File: src/rtl/matmul_pkg.sv
// Shared definitions for the matrix-multiply blocks: FSM encoding and packing helpers.
// Latency: n/a (types and constant functions only).
// Backpressure: n/a.
package matmul_pkg;

    typedef enum logic [1:0] {
        ST_IDLE = 2'd0,
        ST_RUN  = 2'd1,
        ST_DONE = 2'd2
    } state_t;

    // Flat element index of (row, col) in a row-major dim x dim matrix.
    function automatic int elem_idx(input int row, input int col, input int dim);
        return row * dim + col;
    endfunction

    // Width of an index counter covering 0..dim-1, never narrower than one bit.
    function automatic int cnt_width(input int dim);
        return (dim > 1) ? $clog2(dim) : 1;
    endfunction

endpackage

File: src/rtl/multip_adder.sv
// Combinational signed multiply-accumulate: out = in_a * in_b + in_c.
// Latency: zero cycles, purely combinational.
// Backpressure: none; the caller owns all sequencing and registers.
module multip_adder #(
    parameter int BITWIDTH                 = 8,
    parameter int IS_BITWIDTH_DOUBLE_SCALE = 1
) (
    input  logic signed [BITWIDTH-1:0]                                    in_a,
    input  logic signed [BITWIDTH-1:0]                                    in_b,
    input  logic signed [(IS_BITWIDTH_DOUBLE_SCALE ? 2 : 1)*BITWIDTH-1:0] in_c,
    output logic signed [(IS_BITWIDTH_DOUBLE_SCALE ? 2 : 1)*BITWIDTH-1:0] out
);

    localparam int OW = (IS_BITWIDTH_DOUBLE_SCALE ? 2 : 1) * BITWIDTH;

    logic signed [2*BITWIDTH-1:0] prod;

    // Full-precision product, then a wrapping add at the output width.
    always_comb begin
        prod = in_a * in_b;
        out  = prod[OW-1:0] + in_c;
    end

endmodule

File: src/rtl/matmul_seq_ctrl.sv
// Sequential C = A x B controller time-multiplexing one MAC over the i/j/k index space.
// Latency: DIM^3 + 1 edges from accepted start to the done pulse.
// Backpressure: start is ignored while busy; no queueing, start in DONE is accepted back-to-back.
module matmul_seq_ctrl
    import matmul_pkg::*;
#(
    parameter int BITWIDTH = 8,
    parameter int DIM      = 2
) (
    input  logic                              clk,
    input  logic                              rst,
    input  logic                              start,
    input  logic [DIM*DIM*BITWIDTH-1:0]       mat_a,
    input  logic [DIM*DIM*BITWIDTH-1:0]       mat_b,
    output logic                              busy,
    output logic                              done,
    output logic                              c_valid,
    output logic [DIM*DIM*2*BITWIDTH-1:0]     mat_c
);

    localparam int             CW   = cnt_width(DIM);
    localparam int             AW   = 2 * BITWIDTH;
    localparam logic [CW-1:0]  LAST = CW'(DIM - 1);

    state_t                        state_q;
    logic [CW-1:0]                 i_q, j_q, k_q;
    logic signed [AW-1:0]          acc_q;
    logic signed [AW-1:0]          acc_d;
    logic [DIM*DIM*BITWIDTH-1:0]   a_q, b_q;
    logic [DIM*DIM*AW-1:0]         c_q;
    logic                          busy_q, done_q, c_valid_q;

    logic signed [BITWIDTH-1:0]    op_a, op_b;
    logic signed [AW-1:0]          op_c;

    // Operand selection: A[i][k], B[k][j], and a fresh accumulator at the start of each dot product.
    always_comb begin
        op_a = a_q[elem_idx(int'(i_q), int'(k_q), DIM)*BITWIDTH +: BITWIDTH];
        op_b = b_q[elem_idx(int'(k_q), int'(j_q), DIM)*BITWIDTH +: BITWIDTH];
        op_c = (k_q == '0) ? '0 : acc_q;
    end

    multip_adder #(
        .BITWIDTH                 (BITWIDTH),
        .IS_BITWIDTH_DOUBLE_SCALE (1)
    ) u_mac (
        .in_a (op_a),
        .in_b (op_b),
        .in_c (op_c),
        .out  (acc_d)
    );

    // Control FSM: operand capture, index counters, result write-back and registered status outputs.
    always_ff @(posedge clk) begin
        if (rst) begin
            state_q   <= ST_IDLE;
            i_q       <= '0;
            j_q       <= '0;
            k_q       <= '0;
            acc_q     <= '0;
            a_q       <= '0;
            b_q       <= '0;
            c_q       <= '0;
            busy_q    <= 1'b0;
            done_q    <= 1'b0;
            c_valid_q <= 1'b0;
        end else begin
            done_q <= 1'b0;
            case (state_q)
                ST_IDLE, ST_DONE: begin
                    if (start) begin
                        a_q       <= mat_a;
                        b_q       <= mat_b;
                        c_q       <= '0;
                        c_valid_q <= 1'b0;
                        i_q       <= '0;
                        j_q       <= '0;
                        k_q       <= '0;
                        acc_q     <= '0;
                        busy_q    <= 1'b1;
                        state_q   <= ST_RUN;
                    end else begin
                        state_q <= ST_IDLE;
                    end
                end
                ST_RUN: begin
                    if (k_q == LAST) begin
                        // Last term of the dot product goes straight to C, bypassing the accumulator.
                        c_q[elem_idx(int'(i_q), int'(j_q), DIM)*AW +: AW] <= acc_d;
                        k_q <= '0;
                        if (j_q == LAST) begin
                            j_q <= '0;
                            if (i_q == LAST) begin
                                i_q       <= '0;
                                busy_q    <= 1'b0;
                                done_q    <= 1'b1;
                                c_valid_q <= 1'b1;
                                state_q   <= ST_DONE;
                            end else begin
                                i_q <= i_q + CW'(1);
                            end
                        end else begin
                            j_q <= j_q + CW'(1);
                        end
                    end else begin
                        acc_q <= acc_d;
                        k_q   <= k_q + CW'(1);
                    end
                end
                default: begin
                    state_q <= ST_IDLE;
                    busy_q  <= 1'b0;
                end
            endcase
        end
    end

    assign busy    = busy_q;
    assign done    = done_q;
    assign c_valid = c_valid_q;
    assign mat_c   = c_q;

endmodule

File: config.mk
export PLATFORM = sky130hd
export DESIGN_NAME = matmul_seq_ctrl
export DESIGN_NICKNAME = d
export VERILOG_FILES = /design/src/rtl/matmul_pkg.sv /design/src/rtl/multip_adder.sv /design/src/rtl/matmul_seq_ctrl.sv
export SDC_FILE = /design/constraint.sdc
export NUM_CORES = 1
export LEC_CHECK = 0
export BUFFER_PORTS_ARGS = -buffer_cell sky130_fd_sc_hd__buf_2
export CORE_ASPECT_RATIO = 1.5
export CORE_MARGIN = 4
export CORE_UTILIZATION = 60
export CTS_CLUSTER_DIAMETER = 50
export DETAILED_ROUTE_END_ITERATION = 7
export PLACE_DENSITY = 0.84
export SYNTH_ARGS = -nofsm -noshare
export SYNTH_HDL_FRONTEND = slang
export SYNTH_SLANG_ARGS = --single-unit
export TNS_END_PERCENT = 100
File: constraint.sdc
create_clock -name clk -period 12.5 [get_ports clk]
set_clock_uncertainty 0.2 [all_clocks]
set_input_delay 3.75 -clock clk [delete_from_list [all_inputs] [get_ports clk]]
set_output_delay 3.75 -clock clk [all_outputs]
set_load 0.02 [all_outputs]
==> reports/results.ini, run 1 <==
[status]
status=finished, final reports clean

[setup_path]
max_stage_delay_ns=0.89
crit_top_cell=fa_1
cp.required_ns=12.65
crit_arrival_ns=7.03
worstSetupPathType=reg -> reg
cp_num_buf_inv=1
path_max_fanout=18
end_kind=flip-flop
cpMaxStageDelayCell=dfxtp_1
path_cells=mux2_2 > o21ai_1 > or2_2 > fa_1 > fa_1 > inv_1 > fa_1 > fa_1 > fa_1 > ha_1 > a21o_1 > a2111oi_4 > a211oi_1 > o21ai_1 > or3b_4 > o31ai_4
critPathLaunchType=flip-flop
path_delay_family=adder cells

[synth]
synthAdderAreaFrac_pct=22.2
syn-instance-count=964
synth-main-ff-cell=dfxtp_1
muxShareOfSynthArea_pct=4.13
synthSimpleGateAreaFrac_pct=17.6
syn_avg_cell_area_um2=9.02
syn-num-nets=1143
seq_area_frac_synth_pct=35.0
synth_compound_area_share_pct=13.4
synth.distinct_cells=44
synth_edf_count=0
ys_ff_latch=152
ys_warn_count=0
async_reset_ff_share_pct=0
syn_area_um2=8700
synth-xor-area-share_pct=2.21
synth_top_family_by_area=adder cells

[global_route]
grt_overflow=0
grt_max_degree=78
grt_use_total_pct=29.2
grt_pass1_vias=7576
grt_first_pass_wirelength_um=38000
use_met2_pct=50.5
antenna_found_initial=0
use_met1_pct=34.2
busiest_layer=met2
grt_util_met3_pct=4.82

[detailed_routing]
via_count=7337
firstDrtPassIters=5
antenna_left=0
wl_um=23300
routedWlPerCell_um=18.2
drc=0
vias_per_cell=5.75
drt_iter0_drc=492

[timing]
worstMarginPinSlew_ns=1.13
rsz0062_at_grt=no
fin_crit_sh_pct=55.1
fmax_ghz=0.145
finalHoldViolCount=0
slew_headroom_pct=24.7
hold-worst-slack_ns=0.251
layout_setup_ws_ns=5.62
fin_tns_setup_ns=0
setup_violations=0
final-max-slew-violation-count=0
fin_crit_ns=6.88

[place]
port_buffers=133
dp_hpwl_um=16400
dp_slack_ns=5.70
gp_congestion=0.922

[clock_tree]
cts_buffer_depth=2
cts_root_buffer=clkbuf_16
holdBufCountCts=0
path_clk_slew_ns=0.07
cts_resized=0
clk_latency_ns=0.43
post_cts_buffers=0
clock_sinks=152
htree_levels=4
cts_tree=built
numCtsBuffers=17

[floorplanning]
fp.dieW_um=106
row_count=53
ioPinCount=134
core_area_um2=14100
dieArea_um2=16500
start_util_pct=61.6
die_h_um=155

[layout]
final_common_cell=nand2_1
drive_gt1_share_pct=18.0
nNetsFinal=1249
synthToLayoutAreaGrowth_pct=15.8
final_cell_mix=191 x nand2_1, 152 x dfxtp_1, 132 x buf_2, 96 x a21oi_1, 74 x inv_1
n_antenna_cell=0

[run]
maxCapViolCount=0

[power]
ir_drop_mv=0.134
p_per_area_nw_per_um2=126
p_leak_nw=4.59

[hold_path]
hold_class=reg -> reg

-- cell usage after synthesis (all sizes together), types with 2 or more instances --
master / instances / area (um2)
nand2: 192 / 721
dfxtp: 152 / 3040
a21oi: 96 / 480
inv: 74 / 278
fa: 71 / 1420
nor2: 69 / 262
and2: 45 / 282
a22oi: 42 / 315
ha: 41 / 513
clkbuf: 35 / 131
nand3: 20 / 100
xnor2: 20 / 175
buf: 15 / 65.1
mux4: 15 / 338
nor3: 11 / 55.1
o21ai: 11 / 55.1
a21o: 7 / 52.6
a32o: 5 / 50.1
nor2b: 5 / 31.3
nand2b: 4 / 25.0
a22o: 3 / 26.3
a2bb2oi: 3 / 26.3
a31oi: 3 / 18.8
o21a: 3 / 22.5
a211oi: 2 / 15.0
and3: 2 / 12.5
o21bai: 2 / 15.0
or2: 2 / 12.5
xor2: 2 / 17.5
-- registers in the layout, indices dropped and copies added, names as in the netlist --
| signal | flops |
|---|---|
| a_q | 32 |
| acc_q | 16 |
| b_q | 32 |
| busy | 1 |
| c_valid | 1 |
| done | 1 |
| i_q | 1 |
| j_q | 1 |
| k_q | 1 |
| mat_c | 64 |
| state_q | 2 |
-- per-stage QoR --
step	cells	utilization [%]	instance area (um2)	power, mW
finish	1275	71.3	10100	1.27
CTS	1275	71.3	10100	1.27
floorplan	964	-	8700	0.677
detailed placement	1243	66.9	9450	0.745
global route	1275	71.3	10100	1.32
global placement	1243	66.9	9450	0.738
-- area by class of cell --
type                    instances  area, um2
flip-flops and latches        152       3040
clock buffers                  17        425
multi-input cells             688       5190
repair buffers                137        698
inverters                      74        278
fillers                      1026       4050
well taps                     192        240
clock inverters                15        194
-- per-layer routing --
metal | part of all wire (%) | up-vias
met5 | 0 | -
met4 | 6.1 | 0
met3 | 6.2 | 102
met2 | 51 | 350
met1 | 36 | 3494
li1 | - | 3391
-- final timing paths --
| path | slack, ns | end | cells after the start | start |
|---|---|---|---|---|
| max | 5.62 | mat_c[62] | 16 | j_q |
| min | 0.25 | a_q[17] | 2 | a_q[17] |
| max reg2reg | 5.62 | mat_c[62] | 16 | j_q |
| min reg2reg | 0.25 | a_q[17] | 2 | a_q[17] |
-- cells by family (layout without fill, tap and decap cells) --
logic type      after synthesis  after routing
xor+xnor                     22             22
simple gates                354            354
fa+ha+maj                   112            112
flops                       152            152
mux                          17             17
compound gates              183            183
buf+inv                     124            243
-- power by group --
group	total, mW	internal (mW)	switching, mW
sequential	0.512	0.501	0.0102
combinational	0.230	0.0794	0.150
clock	0.531	0.274	0.257
total	1.27	0.855	0.417
-- tightest hold or removal path: cells and delay by family (launching register included) --
| family | cells | cell delay [ns] |
|---|---|---|
| AOI/OAI and AO/OA | 1 | 0.05 |
| DFF | 1 | 0.31 |
| and+or+nand+nor | 1 | 0.05 |
(Power assumes the default switching activity.)
==> run 2, diff against run 1 <==
--- a/config.mk
+++ b/config.mk
@@ -8,10 +8,10 @@
 export BUFFER_PORTS_ARGS = -buffer_cell sky130_fd_sc_hd__buf_2
 export CORE_ASPECT_RATIO = 1.5
 export CORE_MARGIN = 4
-export CORE_UTILIZATION = 60
+export CORE_UTILIZATION = 58
 export CTS_CLUSTER_DIAMETER = 50
 export DETAILED_ROUTE_END_ITERATION = 7
-export PLACE_DENSITY = 0.84
+export PLACE_DENSITY = 0.81
 export SYNTH_ARGS = -nofsm -noshare
 export SYNTH_HDL_FRONTEND = slang
 export SYNTH_SLANG_ARGS = --single-unit
==> constraint.sdc (replaced) <==
create_clock -name clk -period 6.7 [get_ports clk]
set_clock_uncertainty 0.2 [all_clocks]
set_input_delay 2.01 -clock clk [delete_from_list [all_inputs] [get_ports clk]]
set_output_delay 2.01 -clock clk [all_outputs]
set_load 0.02 [all_outputs]
==> run 2 against run 1 <==
Sequential power rose by 87%. Final cell count grew 0.78%. Non-clock buffer count grew 6. First-iteration DRC count is 12% higher. Highest routed layer unchanged.
==> reports/results.ini, run 2 (same netlist as run 1, synthesis figures left out) <==
[clock_tree]
clk_latency_ns=0.42  ; about the same
cts_buffer_depth=2  ; unchanged
holdBufCountCts=0  ; unchanged
cts_tree=built
numCtsBuffers=17  ; unchanged
htree_levels=4  ; unchanged
clock_sinks=152  ; unchanged
path_clk_slew_ns=0.07  ; about the same
cts_resized=0  ; unchanged
post_cts_buffers=0  ; unchanged
cts_root_buffer=clkbuf_16

[floorplanning]
start_util_pct=59.3  ; -2.3 points
die_h_um=158  ; +1.6%
row_count=54  ; +1.9%
fp.dieW_um=108  ; +1.6%
dieArea_um2=17100  ; +3.2%
core_area_um2=14700  ; +3.8%
ioPinCount=134  ; unchanged

[timing]
fin_crit_sh_pct=94.3  ; +39 points
worstMarginPinSlew_ns=1.17  ; +0.0410 ns
final-max-slew-violation-count=0  ; unchanged
fin_tns_setup_ns=0  ; unchanged
rsz0062_at_grt=no
layout_setup_ws_ns=0.385  ; -5.23 ns
setup_violations=0  ; unchanged
slew_headroom_pct=22.0  ; -2.7 points
finalHoldViolCount=0  ; unchanged
hold-worst-slack_ns=0.255  ; +0.00366 ns
fmax_ghz=0.158  ; +9.0%
fin_crit_ns=6.31  ; -0.568 ns

[setup_path]
reg2reg_slack_ns=0.39  ; -5.23 ns
crit_arrival_ns=6.48  ; -0.55 ns
worstSetupPathType=reg -> reg
critPathLaunchType=flip-flop
cp.required_ns=6.87  ; -5.78 ns
path_max_fanout=18  ; unchanged
end_kind=flip-flop

[detailed_routing]
routedWlPerCell_um=18.0  ; -1.5%
drt_iter0_drc=553  ; +12%
drc=0  ; unchanged
wl_um=23100  ; -0.74%
via_count=7290  ; -0.64%
vias_per_cell=5.67  ; -1.4%
antenna_left=0  ; unchanged
firstDrtPassIters=7  ; +2

[layout]
largest_reg_flops=64  ; unchanged
fillCellCount=1130  ; +10%
final_common_cell=nand2_1
n_antenna_cell=0  ; unchanged
synthToLayoutAreaGrowth_pct=16.4
fin_cells=1285  ; +0.78%
drive_gt1_share_pct=18.5  ; +0.45 points
nNetsFinal=1255  ; +0.48%
final_cell_mix=191 x nand2_1, 152 x dfxtp_1, 132 x buf_2, 96 x a21oi_1, 74 x inv_1

[hold_path]
hold_class=reg -> reg

[global_route]
grt_first_pass_wirelength_um=37500  ; -1.2%
grt_pass1_vias=7659  ; +1.1%
grt_max_degree=78  ; unchanged
antenna_found_initial=0  ; unchanged
grt_use_total_pct=28.0  ; -1.2 points
grt_overflow=0  ; unchanged

[power]
switchingPower_mw=0.775  ; +86%
power.share.combinational_pct=18.2  ; about the same
ir_drop_mv=0.240  ; +79%
p_sw_share_pct=32.7  ; -0.14 points
p_per_area_nw_per_um2=234  ; +86%
power.internal_mw=1.60  ; +87%
power_frac_clock_pct=41.6  ; about the same
p_leak_nw=4.62  ; +0.73%
seqPwrFrac_pct=40.2  ; about the same

[place]
gp_congestion=0.882  ; -4.4%
dp_cells=1253  ; +0.80%
port_buffers=133  ; unchanged
dp_hpwl_um=16900  ; +2.9%
dp_slack_ns=0.431  ; -5.27 ns

[status]
status=finished, final reports clean

[run]
maxCapViolCount=0  ; unchanged

[run 2: cell types whose count changed in the layout (fill, tap and decap cells not counted)]
cell / change
clkinv_8: +1
clkinv_4: -1
buf_4: +6
[run 2: layout make-up]
cell class	instances	area (um2)	area share (%)
Multi-Input combinational cell	688	5190	51.3
Clock inverter	15	201	1.99
Timing Repair Buffer	143	743	7.34
Clock buffer	17	425	4.20
Tap cell	196	245	2.42
Inverter	74	278	2.74
Sequential cell	152	3040	30.0
[run 2: metrics by stage]
step	power, mW	area [um2]	util (%)
2_1_floorplan	1.26	8700	-
3_3_place_gp	1.38	9500	64.8
3_5_place_dp	1.40	9500	64.8
4_1_cts	2.37	10100	69.1
5_1_grt	2.46	10100	69.1
6_report	2.37	10100	69.1
[run 2: final timing paths]
check                           startpoint        end  cells past startpoint
worst max-delay path                   j_q  mat_c[47]                     18
worst min-delay path               a_q[28]    a_q[28]                      2
worst max register to register         j_q  mat_c[47]                     18
worst min register to register     a_q[28]    a_q[28]                      2
[run 2: critical path, cell delays in order, from the launching register on]
cell and delay, ns:
dfxtp_1 0.31, buf_4 0.26, mux4_2 0.69, nand2_1 0.21, inv_1 0.08, fa_1 0.53
inv_1 0.15, fa_1 0.55, inv_1 0.05, fa_1 0.52, fa_1 0.54, ha_1 0.33
ha_1 0.37, a21o_1 0.20, a21o_1 0.18, a31oi_1 0.23, a21oi_1 0.13, xnor2_1 0.49
a32o_1 0.24
[run 2: power by group through the flow]
stage               clock, mW  sequential, mW  combinational (mW)
floorplan                   0           0.972               0.291
global placement            0           0.974               0.408
detailed placement          0           0.975               0.420
CTS                     0.987           0.955               0.427
global route             1.03           0.958               0.476
finish                  0.987           0.955               0.431
[run 2: routing by layer]
layer  global-route usage, %  part of all wire, %  up-vias
met5                       0                    0        -
met4                    11.1                  3.4        0
met3                    3.79                  5.4       58
met2                    52.8                   55      289
met1                    31.6                   37     3531
li1                        -                    -     3412
